**src/rtl/mem_arb_pkg.sv**
```systemverilog
// Shared types and default widths for the two-port memory arbiter.
package mem_arb_pkg;

  typedef enum logic [1:0] {IDLE, BUSY, RESP} arb_state_t;

  localparam int ARB_AW_DEF = 32;
  localparam int ARB_DW_DEF = 32;

endpackage

```
**src/rtl/rr_pick2.sv**
```systemverilog
// Combinational two-way round-robin pick: a lone request wins, a tie goes to the port that was not served last.
module rr_pick2 (
  input  logic [1:0] req,
  input  logic       last,
  output logic       gnt_valid,
  output logic       gnt
);

  always_comb begin
    gnt_valid = |req;
    gnt       = 1'b0;
    case (req)
      2'b01:   gnt = 1'b0;
      2'b10:   gnt = 1'b1;
      2'b11:   gnt = ~last;
      default: gnt = 1'b0;
    endcase
  end

endmodule

```
**src/rtl/mem_arbiter.sv**
```systemverilog
// Merges instruction-fetch (port 0) and load/store (port 1) requests onto one memory port,
// holding the latched request until mem_ready and returning a one-cycle ready to the granted port.
module mem_arbiter
  import mem_arb_pkg::*;
#(
  parameter int AW = ARB_AW_DEF,
  parameter int DW = ARB_DW_DEF
) (
  input  logic          clk,
  input  logic          reset,
  input  logic          m0_req,
  input  logic          m0_write,
  input  logic [AW-1:0] m0_addr,
  input  logic [DW-1:0] m0_wdata,
  input  logic          m1_req,
  input  logic          m1_write,
  input  logic [AW-1:0] m1_addr,
  input  logic [DW-1:0] m1_wdata,
  output logic          m0_ready,
  output logic [DW-1:0] m0_rdata,
  output logic          m1_ready,
  output logic [DW-1:0] m1_rdata,
  output logic          mem_req,
  output logic          mem_write,
  output logic [AW-1:0] mem_addr,
  output logic [DW-1:0] mem_wdata,
  input  logic          mem_ready,
  input  logic [DW-1:0] mem_rdata
);

  arb_state_t state, state_nxt;
  logic       grant, last_grant;
  logic       pick_valid, pick;
  logic       take, done;

  rr_pick2 u_pick (
    .req       ({m1_req, m0_req}),
    .last      (last_grant),
    .gnt_valid (pick_valid),
    .gnt       (pick)
  );

  always_ff @(posedge clk or posedge reset) begin
    if (reset) state <= IDLE;
    else       state <= state_nxt;
  end

  // Requests are only looked at in IDLE and mem_ready only in BUSY; RESP is a fixed one-cycle gap.
  always_comb begin
    state_nxt = state;
    take      = 1'b0;
    done      = 1'b0;
    case (state)
      IDLE: begin
        take = pick_valid;
        if (pick_valid) state_nxt = BUSY;
      end
      BUSY: begin
        done = mem_ready;
        if (mem_ready) state_nxt = RESP;
      end
      RESP:    state_nxt = IDLE;
      default: state_nxt = IDLE;
    endcase
  end

  always_ff @(posedge clk or posedge reset) begin
    if (reset) begin
      mem_req    <= 1'b0;
      mem_write  <= 1'b0;
      mem_addr   <= '0;
      mem_wdata  <= '0;
      grant      <= 1'b0;
      last_grant <= 1'b1;
    end else if (take) begin
      mem_req   <= 1'b1;
      grant     <= pick;
      mem_write <= pick ? m1_write : m0_write;
      mem_addr  <= pick ? m1_addr  : m0_addr;
      mem_wdata <= pick ? m1_wdata : m0_wdata;
    end else if (done) begin
      mem_req    <= 1'b0;
      last_grant <= grant;
    end
  end

  // Completion side: ready is a single-cycle pulse, rdata holds its last captured read.
  always_ff @(posedge clk or posedge reset) begin
    if (reset) begin
      m0_ready <= 1'b0;
      m1_ready <= 1'b0;
      m0_rdata <= '0;
      m1_rdata <= '0;
    end else begin
      m0_ready <= done && !grant;
      m1_ready <= done && grant;
      if (done && !mem_write && !grant) m0_rdata <= mem_rdata;
      if (done && !mem_write && grant)  m1_rdata <= mem_rdata;
    end
  end

endmodule

```
**config.mk**
```make
export PLATFORM = sky130hd
export DESIGN_NAME = mem_arbiter
export DESIGN_NICKNAME = d
export VERILOG_FILES = /design/src/rtl/mem_arb_pkg.sv /design/src/rtl/rr_pick2.sv /design/src/rtl/mem_arbiter.sv
export SDC_FILE = /design/constraint.sdc
export NUM_CORES = 1
export LEC_CHECK = 0
export BUFFER_PORTS_ARGS = -buffer_cell sky130_fd_sc_hd__clkbuf_2
export CAP_MARGIN = 25
export CORE_UTILIZATION = 40
export DETAILED_ROUTE_END_ITERATION = 8
export HOLD_SLACK_MARGIN = 0.15
export PLACE_DENSITY = 0.83
export SYNTH_ARGS = -nofsm -noshare
export SYNTH_HDL_FRONTEND = slang
export SYNTH_SLANG_ARGS = --single-unit
```
**constraint.sdc**
```tcl
create_clock -name clk -period 6.38 [get_ports clk]
set_input_delay 0 -clock clk [delete_from_list [all_inputs] [get_ports clk]]
set_output_delay 0 -clock clk [all_outputs]
set_load 0.02 [all_outputs]
```
==> qor.txt <==
Syn Inst Count: 367
Tightest Pin Transition: 0.800 ns
Worst VDD drop: 263 µV
Dpl ws: 3.77 ns
First-pass DRT Iterations: 5
Skew final: 0.0111 ns
Max stage delay cell, worst path: dlygate4sd3_1
Postcts setup bufs: 0
Fmax: 403 MHz
Final Setup Violations: 0
TritonCTS clock tree: yes
Area contributors post-synth: dfrtp_1 57%, mux2_2 31%, mux2_4 7.6%
WP data arrival: 2.77 ns
Slew Viols, Final: 0
CP endpoint kind: flop
Critical-path maximum fanout: 59
Nets: 1002
Proportion of layout cells with a drive suffix above 1: 63.2%
Yosys cell types: 19
Most frequent cells in the layout: 298 x clkbuf_2, 166 x dlygate4sd3_1, 162 x mux2_2
GR Util All Layers: 23.2%
Largest area contributor in the netlist: dfrtp_1
Max transition margin: 46.7%
First-pass GRT wire length: 26.5 mm
Status: finished clean
Register area share after synthesis: 57.3%
RD Place Congestion: 0.746
TNS Setup: 0 ns
Top cell type's share of synthesized area: 56.8%
Clk buf depth: 2
Post-synth EDFFs: 0
DR WL/cell: 17.3 µm
Root buf cell: clkbuf_16
I/O pin count: 299
Yosys warning count: 0
Commonest non-fill, non-tap cell in the layout: clkbuf_2
Die area: 0.0154 mm²
#FFs+latches synth: 136
RSZ-0062 raised after global routing: false
Ys flop type: dfrtp_1
# hold bufs at CTS: 166
Post-route ant nets: 0
Reg clk slew, reported paths: 0.06 ns
Critical path type: flop to flop
Power Dens Cells: 466 mW/mm²
Mapped Avg Cell Area: 16.2 µm²
Final Worst Setup Slack: 3.90 ns
Cell repeated most along the worst path: mux2_2
Overflow left after global routing: 0
Leakage: 4.89 nW
Die height: 124 µm
Fill cells: 953
I/O Buffers: 298
Die X: 124 µm
Post-Synthesis Net Count: 534
Vias per cell: 4.77
# diodes: 0
TritonCTS Buffers: 17
Minimum clock period: 2.48 ns
Remaining DRCs: 0
# resized after CTS: 0
Post-DP HPWL: 10.4 mm
Core Footprint: 0.0145 mm²
DRT Wirelength: 17.8 mm
Asr flop ratio synth: 100%
Largest net degree at the start of global routing: 73
Worst-Skew Late Latency: 0.41 ns
Max_cap viols: 0
Starting density of the core: 40.9%
H-tree levels: 4
Synth-to-Final Area Change: 66.5%
Synthesized area: 0.00594 mm²
Number of vias in the routed layout: 4924
Cell family with most CP delay: buffers and inverters
Endpoints failing hold: 0
Worst endpoint required time: 6.67 ns
Placement row count: 44
CP max stage delay: 0.57 ns
Fin crit share: 38.9%
Vias in the first global route: 5405
Worst Hold Class: primary input to flop
Critical path buffers and inverters: 2
Starting DRT DRC Count: 170
CTS Sinks: 136
Setup crit start kind: flop
Cell Chain, Critical Path: a21bo_4 -> buf_16 -> mux2_2 -> dlygate4sd3_1 -> mux2_2
Initial antenna violation count: 0
[layer usage]
layer,up-vias,track usage [%],wire (µm)
li1,2246,-,-
met1,2430,24.2,6690
met2,208,43.1,9600
met3,40,5.91,1040
met4,0,11.1,504
met5,-,0,0
[cell usage after synthesis (2+ instances only)]
library cell  number
dfrtp_1          135
mux2_4            30
a21o_1             2
nor2_1             3
mux2_1             2
mux2_2           162
nor3_2             2
buf_2              9
clkbuf_1           6
inv_1              3
buf_4              3
buf_6              3
[worst register-to-register path, delay by kind of cell (launching register included)]
family	cells	cell delay [ns]
buffers and inverters	2	0.87
muxes	2	0.71
AOI/OAI and AO/OA	1	0.25
DFF	1	0.54
[metrics by stage]
step	power, mW	hold slack, ns	utilization [%]	instance area (µm²)	std cells
floorplan	2.81	0.135	-	5940	367
global placement	3.41	0.128	52.2	7590	831
detailed placement	3.49	0.149	52.2	7590	831
CTS	4.58	0.228	67.6	9820	1029
global route	4.85	0.234	68.1	9900	1032
finish	4.61	0.194	68.1	9900	1032
[sequential cells by signal (all words and copies together), names as in the netlist]
signal and flops:
grant 1, last_grant 1, m0_rdata 32, m0_ready 1, m1_rdata 32, m1_ready 1
mem_addr 32, mem_req 1, mem_wdata 32, mem_write 1, state 2
[cell families (layout without fill, tap and decap cells)]
group / count (synthesis) / after routing / synth area share, %
AO/OA/AOI/OAI: 3 / 3 / 0.421
buffers and inverters: 24 / 505 / 2.27
flip-flops: 136 / 136 / 57.3
multiplexers: 195 / 195 / 38.8
AND/OR/NAND/NOR: 9 / 9 / 1.20
[worst paths after layout]
| check | start | end | slack (ns) | cells after the start |
|---|---|---|---|---|
| max in group asynchronous | reset | m1_rdata[10]$_DFFE_PP0P_ | 4.82 | 4 |
| max | last_grant$_DFFE_PP1P_ | mem_wdata[17]$_DFFE_PP0P_ | 3.90 | 5 |
| max reg2reg | last_grant$_DFFE_PP1P_ | mem_wdata[17]$_DFFE_PP0P_ | 3.90 | 5 |
| min reg2reg | mem_req$_DFFE_PP0P_ | mem_req$_DFFE_PP0P_ | 0.48 | 1 |
| min in group asynchronous | reset | m0_rdata[17]$_DFFE_PP0P_ | 0.24 | 3 |
| min | m0_req | mem_req$_DFFE_PP0P_ | 0.19 | 4 |
[power by group]
part / total [mW] / switching (mW) / internal, mW / leakage [nW]
Combinational: 2.10 / 1.09 / 1.00 / 2.99
Clock: 0.944 / 0.383 / 0.561 / 0.277
Sequential: 1.57 / 0.270 / 1.30 / 1.62
Total: 4.61 / 1.75 / 2.87 / 4.89
[cell type report]
class	count	area, µm²	area share, %
inverter	3	16.3	0.164
sequential	136	3400	34.4
tap	184	230	2.33
multi-input combinational	207	2420	24.5
clock buffer	19	453	4.58
clock inverter	13	120	1.21
timing repair buffer	470	3250	32.8
Power figures use the tool's default switching activity.
